$ cat src/rtl/prog_loader.sv
`default_nettype none
// +----------------------------------------------------------------------------+
// | prog_loader                                                                |
// | Framed byte-stream writer for the Aardvark instruction memory with        |
// | checksum verification; holds the CPU until a good image has been loaded.  |
// | Revision: 1.0                                                              |
// +----------------------------------------------------------------------------+
module prog_loader #(
   parameter logic [7:0] BASE_ADDR = 8'h00
) (
   input  logic       clk,
   input  logic       rst_n,
   input  logic       start,
   input  logic       in_valid,
   input  logic [7:0] in_data,
   output logic       in_ready,
   output logic       mem_we,
   output logic [7:0] mem_addr,
   output logic [7:0] mem_wdata,
   output logic       cpu_hold,
   output logic       done,
   output logic       err,
   output logic [7:0] byte_count
);

   typedef enum logic [2:0] {
      S_IDLE = 3'd0,
      S_LEN  = 3'd1,
      S_DATA = 3'd2,
      S_CSUM = 3'd3,
      S_DONE = 3'd4,
      S_ERR  = 3'd5
   } state_t;

   state_t     r_state;
   logic [7:0] r_ptr;
   logic [7:0] r_sum;
   logic [8:0] r_rem;
   logic       r_in_ready;
   logic       r_mem_we;
   logic [7:0] r_mem_addr;
   logic [7:0] r_mem_wdata;
   logic       r_cpu_hold;
   logic       r_done;
   logic       r_err;
   logic [7:0] r_byte_count;

   logic       w_xfer;
   logic [7:0] w_check;
   logic [8:0] w_len;

   assign w_xfer  = in_valid & r_in_ready;
   assign w_check = r_sum + in_data;
   // A length byte of zero encodes a full 256-byte image.
   assign w_len   = (in_data == 8'h00) ? 9'd256 : {1'b0, in_data};

   always_ff @(posedge clk or negedge rst_n) begin
      if (!rst_n) begin
         r_state      <= S_IDLE;
         r_ptr        <= BASE_ADDR;
         r_sum        <= 8'h00;
         r_rem        <= 9'd0;
         r_in_ready   <= 1'b0;
         r_mem_we     <= 1'b0;
         r_mem_addr   <= 8'h00;
         r_mem_wdata  <= 8'h00;
         r_cpu_hold   <= 1'b0;
         r_done       <= 1'b0;
         r_err        <= 1'b0;
         r_byte_count <= 8'h00;
      end else begin
         r_mem_we <= 1'b0;
         case (r_state)
            S_IDLE, S_DONE, S_ERR: begin
               if (start) begin
                  r_state      <= S_LEN;
                  r_ptr        <= BASE_ADDR;
                  r_sum        <= 8'h00;
                  r_in_ready   <= 1'b1;
                  r_cpu_hold   <= 1'b1;
                  r_done       <= 1'b0;
                  r_err        <= 1'b0;
                  r_byte_count <= 8'h00;
               end
            end
            S_LEN: begin
               if (w_xfer) begin
                  r_rem   <= w_len;
                  r_state <= S_DATA;
               end
            end
            S_DATA: begin
               if (w_xfer) begin
                  r_mem_we     <= 1'b1;
                  r_mem_addr   <= r_ptr;
                  r_mem_wdata  <= in_data;
                  r_ptr        <= r_ptr + 8'd1;
                  r_sum        <= w_check;
                  r_byte_count <= r_byte_count + 8'd1;
                  r_rem        <= r_rem - 9'd1;
                  if (r_rem == 9'd1) begin
                     r_state <= S_CSUM;
                  end
               end
            end
            S_CSUM: begin
               if (w_xfer) begin
                  r_in_ready <= 1'b0;
                  if (w_check == 8'h00) begin
                     r_state    <= S_DONE;
                     r_done     <= 1'b1;
                     r_cpu_hold <= 1'b0;
                  end else begin
                     r_state <= S_ERR;
                     r_err   <= 1'b1;
                  end
               end
            end
            default: begin
               r_state    <= S_IDLE;
               r_in_ready <= 1'b0;
            end
         endcase
      end
   end

   assign in_ready   = r_in_ready;
   assign mem_we     = r_mem_we;
   assign mem_addr   = r_mem_addr;
   assign mem_wdata  = r_mem_wdata;
   assign cpu_hold   = r_cpu_hold;
   assign done       = r_done;
   assign err        = r_err;
   assign byte_count = r_byte_count;

endmodule
`default_nettype wire

$ cat config.mk
export PLATFORM = sky130hd
export DESIGN_NAME = prog_loader
export DESIGN_NICKNAME = d
export VERILOG_FILES = /design/src/rtl/prog_loader.sv
export SDC_FILE = /design/constraint.sdc
export NUM_CORES = 1
export LEC_CHECK = 0
export BUFFER_PORTS_ARGS = -buffer_cell sky130_fd_sc_hd__buf_2
export CAP_MARGIN = 25
export CORE_AREA = 5 5 86 104
export DETAILED_ROUTE_END_ITERATION = 16
export DIE_AREA = 0 0 91 109
export SKIP_CTS_REPAIR_TIMING = 1
export SLEW_MARGIN = 20
export SYNTH_ARGS = -nofsm -noshare
export SYNTH_HDL_FRONTEND = slang
export SYNTH_SLANG_ARGS = --single-unit
$ cat constraint.sdc
create_clock -name clk -period 3.1 [get_ports clk]
set_clock_uncertainty 0.05 [all_clocks]
set_input_delay 0.465 -clock clk [delete_from_list [all_inputs] [get_ports clk]]
set_output_delay 0.465 -clock clk [all_outputs]
set_load 0.01 [all_outputs]
-- After elaboration in Yosys (flattened, before gate mapping)
Cells that the tools add are included.
- flip-flop bits (word level): 57
- bits of input ports: 12
- output and inout port bits: 29
- $add $sub $neg: 4
- equality and inequality tests: 13
- multiplexer cells: 33
- bitwise logic cells: 2
- reductions and logical operators: 15
- operator list (operator ; count):
    $pmux 8 s2 ; 3
    $mux 8 ; 4
    $mux 9 ; 3
    $pmux 9 s2 ; 1
    $add 8x1->8 const B ; 2
    $logic_not 8->1 ; 2
    $mux 3 ; 5
    $ne 2x2->1 const B ; 7
    $mux 1 ; 12
    $pmux 3 s4 ; 1
    $eq 9x1->1 const B ; 1
    $reduce_and 3->1 ; 3
    $sub 9x1->9 const B ; 1
    $add 8x8->8 ; 1
    $reduce_and 4->1 ; 2
    $eq 3x2->1 const B ; 2
    $eq 3x3->1 const B ; 2
    $pmux 1 s2 ; 3
    $reduce_bool 2->1 ; 3
    $reduce_and 5->1 ; 1
    $eq 3x1->1 const B ; 1
    $logic_not 3->1 ; 1
    $pmux 1 s3 ; 1
    $reduce_or 3->1 ; 1
    4 further kinds ; 4

-- Depth between registers and ports, before layout
Gate-level depths: netlist of the first run.
- depth after elaboration: 5
- mapped depth: 7
- depth with buffers taken out: 7

-- Worst setup path before layout of the first run
No wires, ideal clock.
- path type: input-to-reg
- start: input in_data[0]
- end: register r_done, in the netlist done
- setup time: 0.068 ns
- data arrival time: 2.168 ns
- required time: 2.982 ns
- path slack: 0.814 ns
- cell stages on the path: 7
- buffers on the path: 0
- cells stage by stage: ha_1 -> fa_1 -> a211oi_1 -> nor2_1 -> xnor2_1 -> nor4b_2 -> a32o_1
- longest elaborated chain between the ends: 4
- ends and longest elaborated chain (item ; RTL line ; RTL):
    start: declaration ; 15 ; input logic [7:0] in_data,
    $add 8x8->8 ; 53 ; assign w_check = r_sum + in_data;
    $logic_not 8->1 ; 109 ; if (w_check == 8'h00) begin
    $ne 2x2->1 (no source line) ; -- ;
    $reduce_and 4->1 (no source line) ; -- ;
    end signal: assignment ; 68 ; r_done <= 1'b0;
    end signal: assignment ; 81 ; r_done <= 1'b0;
    end signal: assignment ; 111 ; r_done <= 1'b1;
    end: declaration ; 44 ; logic r_done;
Every way passes these cells.
A chain may end at the register's enable or synchronous reset.

-- Worst setup path in the final report of the first run
- start: register r_sum[0]
- end: register r_done, in the netlist done
- longest elaborated chain between the ends: 4
- ends and longest elaborated chain (item ; RTL line ; RTL):
    start: declaration ; 37 ; logic [7:0] r_sum;
    start signal: assignment ; 98 ; r_sum <= w_check;
    $add 8x8->8 ; 53 ;
    $logic_not 8->1 ; 109 ;
    $ne 2x2->1 (no source line) ; -- ;
    $reduce_and 4->1 (no source line) ; -- ;
Every way passes these cells.

==> results of run 1 <==
[layout by cell type, fill, tap and decap left out, types with 10 or more instances in the layout]
master	count
nand2_1	84
dfrtp_1	57
buf_2	40
o21ai_0	24
nor2_1	21
a21oi_1	15
nand3_1	14
ha_1	11
nor3_1	10
clkbuf_8	10
[registers in the layout, summed over array words and instances, names as in the netlist]
name / cells
cpu_hold: 1
r_rem: 9
mem_addr: 8
r_ptr: 8
in_ready: 1
r_state: 3
err: 1
r_sum: 8
done: 1
mem_wdata: 8
byte_count: 8
mem_we: 1
[per-layer routing]
metal  part of all wire [%]  global-route usage [%]  up-vias
li1                       -                       -     1273
met2                     48                    26.0       64
met3                    5.0                    3.04       10
met5                      0                       0        -
met4                    1.6                    6.60        0
met1                     45                    20.0     1206
[how the worst min path moves through the flow]
stage | from | endpoint | slack, ns | cells after the start
2_1_floorplan | rst_n | byte_count[0] | 0.12 | 0
3_3_place_gp | rst_n | mem_addr[3] | 0.37 | 1
3_5_place_dp | rst_n | mem_addr[3] | 0.39 | 1
4_1_cts | rst_n | mem_addr[3] | 0.01 | 1
5_1_grt | rst_n | mem_addr[3] | 0.02 | 1
6_report | rst_n | mem_addr[3] | 0.006 | 1
[power by group through the flow]
stage | logic, mW | registers, mW | clock network, mW
2_1_floorplan | 0.534 | 1.04 | 0
3_3_place_gp | 0.695 | 1.06 | 0
3_5_place_dp | 0.706 | 1.07 | 0
4_1_cts | 0.709 | 1.05 | 0.899
5_1_grt | 0.805 | 1.08 | 0.938
6_report | 0.700 | 1.05 | 0.878
[final cells by class]
| cell class | instances | area, um2 | area share, % |
|---|---|---|---|
| multi-input combinational | 262 | 1540 | 42.9 |
| sequential | 57 | 1430 | 39.7 |
| timing repair buffer | 44 | 230 | 6.41 |
| clock buffer | 10 | 138 | 3.83 |
| tap | 95 | 119 | 3.31 |
| clock inverter | 6 | 114 | 3.17 |
| inverter | 6 | 22.5 | 0.627 |
[cell families (layout without fill, tap and decap cells)]
group                    Yosys count  in the layout  synth area share (%)
XOR/XNOR                          10             10                  2.86
multiplexers                       2              2                 0.653
adder cells (fa/ha/maj)           12             12                  5.14
flip-flops                        57             57                  46.5
AO/OA/AOI/OAI                     76             76                  16.4
AND/OR/NAND/NOR                  162            162                  25.2
buffers and inverters             21             66                  3.18
[critical path, stage by stage (launching register included)]
cell,delay (ns)
dfrtp_1,0.38
ha_1,0.22
fa_1,0.40
a211oi_1,0.39
nor2_1,0.11
xnor2_1,0.16
nor4b_2,0.36
a32o_1,0.22
[per-stage QoR]
stage               hold slack [ns]  power (mW)
finish                      0.00610        2.63
global route                 0.0192        2.83
CTS                          0.0104        2.66
detailed placement            0.387        1.77
global placement              0.373        1.76
floorplan                     0.119        1.57
==> impl_metrics.toml, run 1 <==
[grt]
grt_usage_pct = 15.6
overflow = 0
antenna_found_initial = 0
grt_pass1_wl_mm = 12.5
grt_max_degree = 41
grt_pass1_vias = 2560

[power]
p_sw_share_pct = 33.2
p_leak_nw = 1.75
pwr-share-clk_pct = 33.4
p_sw_mw = 0.874
p_per_area_nw_per_um2 = 733
intPower_mw = 1.76
combPwrFrac_pct = 26.6
seq_power_share_pct = 40.0
peakVddDrop_uv = 381

[worst_setup_path]
worstSetupPathType = "reg2reg"
regToRegSetupSlack_ns = 0.74
r2r_start = "r_sum[0]"
start_kind = "register"
critPathCapture = "done"
rr_endpoint = "done"
reg2regPathDepth = 7
crit_path_max_fanout = 4
cp-end-kind = "register"
startpoint = "r_sum[0]"
required_ns = 3.32
cp.arrival_ns = 2.59

[yosys]
synth.most_common_cell = "nand2_1"
synth_flop_cell = "dfrtp_1"
avgSynthCellArea_um2 = 9.02
synthTopCellsByCount = "nand2_1, dfrtp_1, o21ai_0, nor2_1, a21oi_1"
syn_nets = 364
ys_top_cells_by_area = "dfrtp_1, nand2_1, ha_1"
syn_area_um2 = 3070
synth_seq_cells = 57
yosysWarningCount = 0
synth_top_area_share_pct = 46.5
synth_edf_count = 0
yosys.area.top_type = "dfrtp_1"
ys_async_sr_fraction_pct = 100
ys_types = 59
synth_seq_area_share_pct = 46.5
netlist_instances = 340

[status]
outcome = "complete, no violations"

[place]
placed_area_um2 = 3340
dp.cells = 464
place_congestion = 0.837
hpwl_mm = 5.13
portBuffers = 40
place_worst_setup_slack_ns = 0.450

[drt]
drtIter0Drc = 90
via_per_inst = 5.32
vias = 2553
wl_mm = 7.10
dr.pass1.iters = 4
drc = 0
postRouteAntennaNets = 0
wl_per_cell_um = 14.8

[timing]
worst_pin_slew_ns = 0.746
setup_ws_ns = 0.736
finalCritPeriodShare_pct = 76.3
rsz0062_at_grt = "no"
slew_viol_final = 0
relSlewSlack_pct = 49.9
fmax_ghz = 0.423
setup_viol = 0
min_period_ns = 2.36
hold_viol = 0
tns_ns = 0

[cells_and_area]
final_nets = 404
drive_above_1_share_pct = 18.2
n_antenna_cell = 0
syn_to_final_growth_pct = 17.1
stdcell_area_um2 = 3590
fillers = 785
final_cells = 480
final_core_util_pct = 45.6

[clock_network]
cts_tree = "done"
clk_pin_slew_ns = 0.07
numCtsBuffers = 9
cts_root_buf = "clkbuf_8"
max-clock-path-buffers = 2
clk_latency_ns = 0.34
htreeDepth = 3
cts.sinks = 57

[die]
die_h_um = 109
io_pins = 41
initial_core_util_pct = 38.9
dieArea_um2 = 9920
row_count = 36
die_w_um = 91
core_area_um2 = 7880

[worst_hold_path]
holdCritPathClass = "in2async"

[job]
max_cap_viol_count = 0
Power figures use the tool's default switching activity.
==> run 2: changes to the inputs <==
Settings changed: ABC_AREA from default to 1.
Clock period 3.1 ns to 2.3 ns, I/O delays scaled along.
==> impl_metrics.toml, run 2 <==
[status]
outcome = "complete, no violations"

[place]
placed_area_um2 = 3340
portBuffers = 40
hpwl_mm = 5.32
place_congestion = 0.818
place_worst_setup_slack_ns = 0.178

[clock_network]
cts_tree = "done"
htreeDepth = 3
clk_pin_slew_ns = 0.07
cts_root_buf = "clkbuf_8"
cts.sinks = 57
numCtsBuffers = 9
clk_latency_ns = 0.33
max-clock-path-buffers = 2

[drt]
drtIter0Drc = 175
via_per_inst = 5.03
wl_per_cell_um = 13.8
drc = 0
wl_mm = 7.29
vias = 2661
postRouteAntennaNets = 0
dr.pass1.iters = 4

[grt]
overflow = 0
grt_max_degree = 58
grt_usage_pct = 15.9
grt_pass1_vias = 2676
grt_pass1_wl_mm = 12.7
antenna_found_initial = 0

[worst_setup_path]
start_kind = "register"
required_ns = 2.47
crit_path_max_fanout = 3
worstSetupPathType = "reg2reg"
cp.arrival_ns = 2.17
cp-end-kind = "register"

[yosys]
ys_types = 32
synth_seq_area_share_pct = 47.4
ys_async_sr_fraction_pct = 100
netlist_instances = 381
avgSynthCellArea_um2 = 7.90
syn_nets = 405
synth_flop_cell = "dfrtp_1"
yosysWarningCount = 0
syn_area_um2 = 3010
synth_seq_cells = 57
yosys.area.top_type = "dfrtp_1"
synth_top_area_share_pct = 47.4
synth.most_common_cell = "nand2_1"
ys_top_cells_by_area = "dfrtp_1, nand2_1, o21ai_0"
synthTopCellsByCount = "nand2_1, dfrtp_1, inv_1, o21ai_0, nor2_1"
synth_edf_count = 0

[timing]
tns_ns = 0
min_period_ns = 2.00
relSlewSlack_pct = 76.3
slew_viol_final = 0
worst_pin_slew_ns = 0.354
setup_ws_ns = 0.296
setup_viol = 0
hold_viol = 0
rsz0062_at_grt = "no"
fmax_ghz = 0.499
hold_ws_ns = 0.292
finalCritPeriodShare_pct = 87.1

[cells_and_area]
final_core_util_pct = 45.6
drive_above_1_share_pct = 15.9
final_cell_mix = "nand2_1, dfrtp_1, inv_1, o21ai_0, buf_2"
syn_to_final_growth_pct = 19.4
regMostFlops = "r_rem"
final_nets = 454
largest_reg_flops = 9
stdcell_area_um2 = 3590
mostFrequentLayoutCell = "nand2_1"
n_antenna_cell = 0

[power]
p_leak_nw = 1.87
p_per_area_nw_per_um2 = 1220
peakVddDrop_uv = 489

[job]
max_cap_viol_count = 0

[die]
dieArea_um2 = 9920
core_area_um2 = 7880
row_count = 36
initial_core_util_pct = 38.2
die_h_um = 109
die_w_um = 91
io_pins = 41

[worst_hold_path]
holdCritPathClass = "in2reg"
run 2: final cells by class:
cell class / instances / area [um2]
fillers: 769 / 4290
repair buffers: 45 / 253
clock inverters: 5 / 104
flip-flops and latches: 57 / 1430
inverters: 53 / 199
multi-input cells: 264 / 1360
clock buffers: 10 / 138
well taps: 95 / 119
run 2: per-layer routing:
layer  part of all wire (%)  track usage, %
met1                     44            19.4
met2                     51            28.0
met3                    3.7            2.83
met4                    1.3            5.87
met5                      0               0
run 2: cells by family after synthesis:
group,count (synthesis),share of synthesized area [%]
xor+xnor,7,2.04
simple gates,169,23.5
fa+ha+maj,12,5.24
buf+inv,60,7.56
compound gates,76,14.3
flops,57,47.4
run 2: power breakdown:
part / switching [mW] / internal [mW]
logic: 1.12 / 0.611
clock network: 0.404 / 0.743
registers: 0.193 / 1.30
total: 1.71 / 2.66
run 2: path summary, 6_finish.rpt:
check                             start      endpoint  slack, ns  cells past startpoint
hold reg to reg            mem_wdata[4]  mem_wdata[4]       0.43                      2
setup / recovery               r_sum[0]      cpu_hold       0.30                     12
hold / removal               in_data[5]  mem_wdata[5]       0.29                      3
max in group asynchronous         rst_n      r_sum[0]       1.45                      3
setup reg to reg               r_sum[0]      cpu_hold       0.30                     12
min in group asynchronous         rst_n  mem_wdata[1]       0.49                      3
run 2: through the flow:
step / std cells / total power [mW]
finish: 529 / 4.37
detailed placement: 513 / 3.24
global route: 529 / 4.78
global placement: 513 / 3.21
floorplan: 381 / 2.73
CTS: 528 / 4.41
run 2: critical path, stage by stage, from the launching register on:
cell and delay [ns]:
dfrtp_1 0.38, ha_1 0.22, fa_1 0.42, nand2_1 0.10, nand2_1 0.07, nand3_1 0.09
nand2_1 0.06, nand2_1 0.05, nand2_1 0.06, nor2_1 0.15, nand3_1 0.11, o21ai_0 0.09
inv_1 0.05
